## src/rtl/vdc_pkg.sv

```systemverilog
`default_nettype none
// ============================================================================
// Module      : vdc_pkg
// Description : Shared VDC types and constants. Holds the VRAM arbiter state
//               encoding and the fixed requester slot assignments.
// Revision    : 1.0 - initial release
// ============================================================================
package vdc_pkg;

    // VRAM arbiter state: IDLE = nothing in flight, BUSY = access in flight
    typedef enum logic [0:0] {
        IDLE = 1'b0,
        BUSY = 1'b1
    } vram_arb_state_t;

    // Requester slot assignments on the arbiter request vector
    localparam int REQ_DISP = 0;   // display fetch (BG/sprite), fixed priority
    localparam int REQ_CPU  = 1;   // CPU data port
    localparam int REQ_DMA  = 2;   // VRAM-VRAM and SATB DMA

endpackage : vdc_pkg
`default_nettype wire

```

## src/rtl/rr_pick.sv

```systemverilog
`default_nettype none
// ============================================================================
// Module      : rr_pick
// Description : Combinational round-robin picker over requesters 1..NREQ-1.
//               Returns the first asserted request at or after rr_ptr,
//               wrapping from NREQ-1 back to 1 (slot 0 is never considered).
// Ports       : req    [NREQ-1:1] request vector (slot 0 excluded)
//               rr_ptr [IDX_W-1:0] search start, valid range 1..NREQ-1
//               found              at least one request asserted
//               idx    [IDX_W-1:0] winning requester index
// Revision    : 1.0 - initial release
// ============================================================================
module rr_pick #(
    parameter int NREQ  = 3,
    parameter int IDX_W = $clog2(NREQ)
) (
    input  logic [NREQ-1:1]  req,
    input  logic [IDX_W-1:0] rr_ptr,
    output logic             found,
    output logic [IDX_W-1:0] idx
);

    always_comb begin : p_pick
        int               ptr;
        int               cand;
        logic [IDX_W-1:0] cand_idx;

        found    = 1'b0;
        idx      = '0;
        cand     = 1;
        cand_idx = '0;
        // An out-of-range pointer is treated as 1 so the search stays in 1..NREQ-1.
        ptr = ((rr_ptr == '0) || (int'(rr_ptr) >= NREQ)) ? 1 : int'(rr_ptr);
        for (int k = 0; k < NREQ - 1; k++) begin
            cand     = 1 + ((ptr - 1 + k) % (NREQ - 1));
            cand_idx = IDX_W'(cand);
            if (!found && req[cand_idx]) begin
                found = 1'b1;
                idx   = cand_idx;
            end
        end
    end

endmodule : rr_pick
`default_nettype wire

```

## src/rtl/vram_arbiter.sv

```systemverilog
`default_nettype none
// ============================================================================
// Module      : vram_arbiter
// Description : Shares the single-port VDC VRAM among NREQ requesters.
//               Requester 0 (display fetch) has absolute priority; the rest
//               are served round-robin. Each access holds VRAM for LAT cycles
//               and read data returns with a per-requester rvalid pulse.
// Ports       : clk, rst                 clock, synchronous active-high reset
//               req/we/addr/wdata        per-requester access request
//               gnt                      one-hot grant pulse (combinational)
//               rvalid/rdata             one-hot read completion + shared data
//               vram_en/we/addr/wdata    VRAM port, driven for whole access
//               vram_rdata               VRAM read data, valid on last cycle
// Revision    : 1.0 - initial release
// ============================================================================
module vram_arbiter
    import vdc_pkg::*;
#(
    parameter int NREQ   = 3,
    parameter int ADDR_W = 16,
    parameter int DATA_W = 16,
    parameter int LAT    = 2
) (
    input  logic                         clk,
    input  logic                         rst,
    input  logic [NREQ-1:0]              req,
    input  logic [NREQ-1:0]              we,
    input  logic [NREQ-1:0][ADDR_W-1:0]  addr,
    input  logic [NREQ-1:0][DATA_W-1:0]  wdata,
    output logic [NREQ-1:0]              gnt,
    output logic [NREQ-1:0]              rvalid,
    output logic [DATA_W-1:0]            rdata,
    output logic                         vram_en,
    output logic                         vram_we,
    output logic [ADDR_W-1:0]            vram_addr,
    output logic [DATA_W-1:0]            vram_wdata,
    input  logic [DATA_W-1:0]            vram_rdata
);

    localparam int IDX_W = $clog2(NREQ);
    localparam int CNT_W = (LAT > 1) ? $clog2(LAT) : 1;

    vram_arb_state_t     r_state;
    vram_arb_state_t     w_next_state;
    logic [CNT_W-1:0]    r_cnt;
    logic [IDX_W-1:0]    r_rr_ptr;
    logic [IDX_W-1:0]    r_owner;
    logic                r_we;
    logic [ADDR_W-1:0]   r_addr;
    logic [DATA_W-1:0]   r_wdata;
    logic [DATA_W-1:0]   r_rdata;
    logic [NREQ-1:0]     r_rvalid;

    logic                w_free;
    logic                w_last;
    logic                w_pick_found;
    logic [IDX_W-1:0]    w_pick_idx;
    logic                w_any;
    logic                w_grant;
    logic [IDX_W-1:0]    w_winner;

    rr_pick #(
        .NREQ  (NREQ),
        .IDX_W (IDX_W)
    ) u_rr_pick (
        .req    (req[NREQ-1:1]),
        .rr_ptr (r_rr_ptr),
        .found  (w_pick_found),
        .idx    (w_pick_idx)
    );

    // Last cycle of the in-flight access; also the cycle a new grant may land.
    assign w_last   = (r_state == BUSY) && (r_cnt == '0);
    assign w_free   = (r_state == IDLE) || w_last;
    assign w_any    = req[REQ_DISP] | w_pick_found;
    // Reset suppresses grants so nothing is accepted while the arbiter clears.
    assign w_grant  = w_free && w_any && !rst;
    assign w_winner = req[REQ_DISP] ? IDX_W'(REQ_DISP) : w_pick_idx;

    // State register and datapath
    always_ff @(posedge clk) begin
        if (rst) begin
            r_state  <= IDLE;
            r_cnt    <= '0;
            r_rr_ptr <= IDX_W'(1);
            r_owner  <= '0;
            r_we     <= 1'b0;
            r_addr   <= '0;
            r_wdata  <= '0;
            r_rdata  <= '0;
            r_rvalid <= '0;
        end else begin
            r_state  <= w_next_state;
            r_rvalid <= '0;

            // Read completes on the last access cycle; data is presented next cycle.
            if (w_last && !r_we) begin
                r_rdata           <= vram_rdata;
                r_rvalid[r_owner] <= 1'b1;
            end

            if (w_grant) begin
                r_owner <= w_winner;
                r_we    <= we[w_winner];
                r_addr  <= addr[w_winner];
                r_wdata <= wdata[w_winner];
                r_cnt   <= CNT_W'(LAT - 1);
                // Display grants do not disturb the round-robin order of the rest.
                if (w_winner != '0) begin
                    r_rr_ptr <= (w_winner == IDX_W'(NREQ - 1)) ? IDX_W'(1)
                                                               : w_winner + 1'b1;
                end
            end else if ((r_state == BUSY) && (r_cnt != '0)) begin
                r_cnt <= r_cnt - 1'b1;
            end else begin
                r_cnt <= '0;
            end
        end
    end

    // Next-state and grant decode
    always_comb begin
        w_next_state = r_state;
        gnt          = '0;
        if (w_free) begin
            w_next_state = w_any ? BUSY : IDLE;
        end
        if (w_grant) begin
            gnt[w_winner] = 1'b1;
        end
    end

    assign vram_en    = (r_state == BUSY);
    assign vram_we    = (r_state == BUSY) ? r_we    : 1'b0;
    assign vram_addr  = (r_state == BUSY) ? r_addr  : '0;
    assign vram_wdata = (r_state == BUSY) ? r_wdata : '0;
    assign rvalid     = r_rvalid;
    assign rdata      = r_rdata;

endmodule : vram_arbiter
`default_nettype wire

```

## config.mk

```make
export PLATFORM = sky130hd
export DESIGN_NAME = vram_arbiter
export DESIGN_NICKNAME = d
export VERILOG_FILES = /design/src/rtl/vdc_pkg.sv /design/src/rtl/rr_pick.sv /design/src/rtl/vram_arbiter.sv
export SDC_FILE = /design/constraint.sdc
export NUM_CORES = 1
export LEC_CHECK = 0
export CAP_MARGIN = 5
export CORE_ASPECT_RATIO = 1.4
export CORE_UTILIZATION = 38
export CTS_CLUSTER_SIZE = 10
export DETAILED_ROUTE_END_ITERATION = 8
export PLACE_DENSITY = 0.94
export SLEW_MARGIN = 25
export SYNTH_ARGS = -nofsm -noshare
export SYNTH_HDL_FRONTEND = slang
export SYNTH_SLANG_ARGS = --single-unit
```

## constraint.sdc

```tcl
create_clock -name clk -period 2.6 [get_ports clk]
set_input_delay 0.52 -clock clk [delete_from_list [all_inputs] [get_ports clk]]
set_output_delay 0.52 -clock clk [all_outputs]
set_load 0.01 [all_outputs]
```

==> metrics.cfg <==
[synthesis]
netlist_area_um2 = 2610
synth_fp_nets = 415
seq_area_frac_synth = 0.445
yosys_warnings = 0
synth_cell_type_count = 27
yosys_register_bits = 58
postSynthAreaPerCell_um2 = 8.85
synthCells = 295

[power]
vdd_ir_drop_max_mv = 0.411
totalPowerFinal_mw = 2.31
power_density_nw_per_um2 = 500
power.leakage_nw = 1.65

[critical_path]
r2r_end = r_rr_ptr[0]
max_stage_delay_ns = 0.59
cp-end-kind = output pin
slowest_stage = clkdlybuf4s50_1
critPathLaunchType = primary input
critPathTopFamily = buffers and inverters
arrival_ns = 2.03
crit_path_frequent_cell = clkdlybuf4s50_1
cp.buffers_inverters = 3
crit_type = primary input to output pin
startpoint = req[0]
path_max_fanout = 4
r2r_setup_slack_ns = 0.81
crit_end = gnt[1]
cp.depth = 4
reg2reg_depth = 5
cp_cell_sequence = clkdlybuf4s50_1 -> buf_4 -> nor4b_4 -> clkdlybuf4s50_1
required_ns = 2.08
r2r-start = r_cnt

[place]
place_congestion = 0.746
dp_hpwl_um = 6370
io_buffers = 175

[final_layout]
layout_commonest_cell = clkdlybuf4s50_1
area_delta_synth_final_pct = 76.9
multiInputGateArea_um2 = 1290
regArea_um2 = 1160
n_fill_cell = 504
antennaDiodeCount = 0
fin_nets = 584
final_util = 0.699
mostFrequentLayoutCells = clkdlybuf4s50_1 (173), dfxtp_1 (58), a21oi_1 (52)
layout-drive-gt1-share = 0.0725

[die]
rows = 35
io_pins = 176
die_area_um2 = 7210
coreArea_um2 = 6610
die_width_um = 72.1
initial_core_util = 0.395
die_h_um = 100

[clocking]
numClockSinks = 58
numCtsBuffers = 9
post-cts-setup-buffer-count = 0
ctsHtreeMaxLevel = 3
clkTransAtPathRegs_ns = 0.07
clock_latency_ns = 0.33
cts_resized = 1
hold_buffers = 0
cts_tree = done
cts_root_buffer = clkbuf_8
clock_path_buffers = 2

[route]
viasPerCell = 5.41
first_pass_iters = 4
drt_iter0_markers = 144
routed_wl_um = 9000
drc = 0
drt-wirelength-per-cell_um = 16.0
vias = 3035
drt.antenna.violating_nets = 0

[global_route]
grt_use_total = 0.243
grt-ovfl-total = 0
grt_pass1_wl_um = 13800
grt_pass1_vias = 2982
grt_max_degree = 58
grt_antenna_before_repair = 0

[timing]
maxSlewHeadroom = 0.599
whs_ns = 0.458
report.final.slew_viol_count = 0
fin_crit_sh = 0.979
rsz0062_at_grt = no
worst_pin_slew_ns = 0.601
setup_violations = 0
skew_ns = 0.0114
tns_ns = 0
final-hold-violation-count = 0
period_needed_ns = 2.55
fmax_mhz = 393

[hold_path]
hp-class = flip-flop to flip-flop

[flow_run]
maxCapViolCount = 0

[run_status]
status = completed

==> cell usage after synthesis <==
cell type	n	area, µm²
nor4b_1	2	17.5
nand2b_1	2	12.5
buf_4	2	15.0
or3b_1	1	8.76
a211o_1	1	8.76
or2_1	1	6.26
dfxtp_1	58	1160
a32oi_1	33	289
nor2_1	2	7.51
buf_2	4	20.0
clkbuf_1	18	67.6
a21boi_0	1	7.51
and2_1	33	206
inv_1	3	11.3
nand2_1	35	131
nor4b_4	1	23.8
a21oi_1	53	265
nor4_1	1	6.26
buf_1	1	3.75
and3b_1	1	8.76
nor3b_2	1	12.5
a21o_1	1	7.51
o21ba_1	1	10.0
clkinv_2	1	5.00
nor3_1	1	5.00
buf_6	4	45.0
a22oi_1	33	248
==> power by group <==
group | internal (mW) | switching [mW] | leakage, nW | total [mW]
Combinational | 0.298 | 0.201 | 1.07 | 0.499
Sequential | 0.946 | 0.0300 | 0.475 | 0.976
Clock | 0.470 | 0.363 | 0.103 | 0.833
==> state kept, by name, indices dropped and copies added (netlist names) <==
name and cells:
r_cnt 1, rdata 16, r_we 1, r_rr_ptr 2, r_addr 16, r_owner 2
rvalid 3, r_wdata 16, vram_en 1
==> worst min path at each step <==
stage               start   endpoint  cells after the start
6_report        rdata[15]  rdata[15]                      2
5_1_grt         rdata[13]  rdata[13]                      2
4_1_cts          rdata[3]   rdata[3]                      2
3_5_place_dp    rdata[15]  rdata[15]                      2
3_3_place_gp     rdata[5]   rdata[5]                      2
2_1_floorplan  r_owner[0]  rvalid[2]                      1
==> logic make-up after synthesis <==
kind of cell / Yosys count / synth area share
AOI/OAI and AO/OA: 123 / 0.320
buffers and inverters: 33 / 0.0642
and+or+nand+nor: 81 / 0.171
DFF: 58 / 0.445
==> final cells by class <==
class | instances | area share
clock buffer | 10 | 0.0298
multi-input combinational | 204 | 0.279
clock inverter | 6 | 0.0141
timing repair buffer | 187 | 0.397
tap | 92 | 0.0249
sequential | 58 | 0.251
inverter | 4 | 0.00352
==> through the flow <==
step                area (µm²)  worst slack (ns)  std cells
floorplan                 2610             0.676        295
global placement          4420            0.0205        545
detailed placement        4420           -0.0561        545
CTS                       4620            0.0450        561
global route              4620           0.00579        561
finish                    4620            0.0547        561
==> per-layer routing <==
| metal | global-route usage | wire, µm | vias up |
|---|---|---|---|
| met5 | 0 | 0 | - |
| met4 | 0.106 | 240 | 0 |
| met3 | 0.0602 | 599 | 21 |
| met2 | 0.444 | 4730 | 136 |
| met1 | 0.260 | 3440 | 1437 |
| li1 | - | - | 1441 |
==> worst min-delay path, stage by stage (launching register included) <==
cell,delay (ns)
dfxtp_1,0.31
nand2_1,0.05
a21oi_1,0.05
No activity file was read; power rests on OpenSTA's default activity.
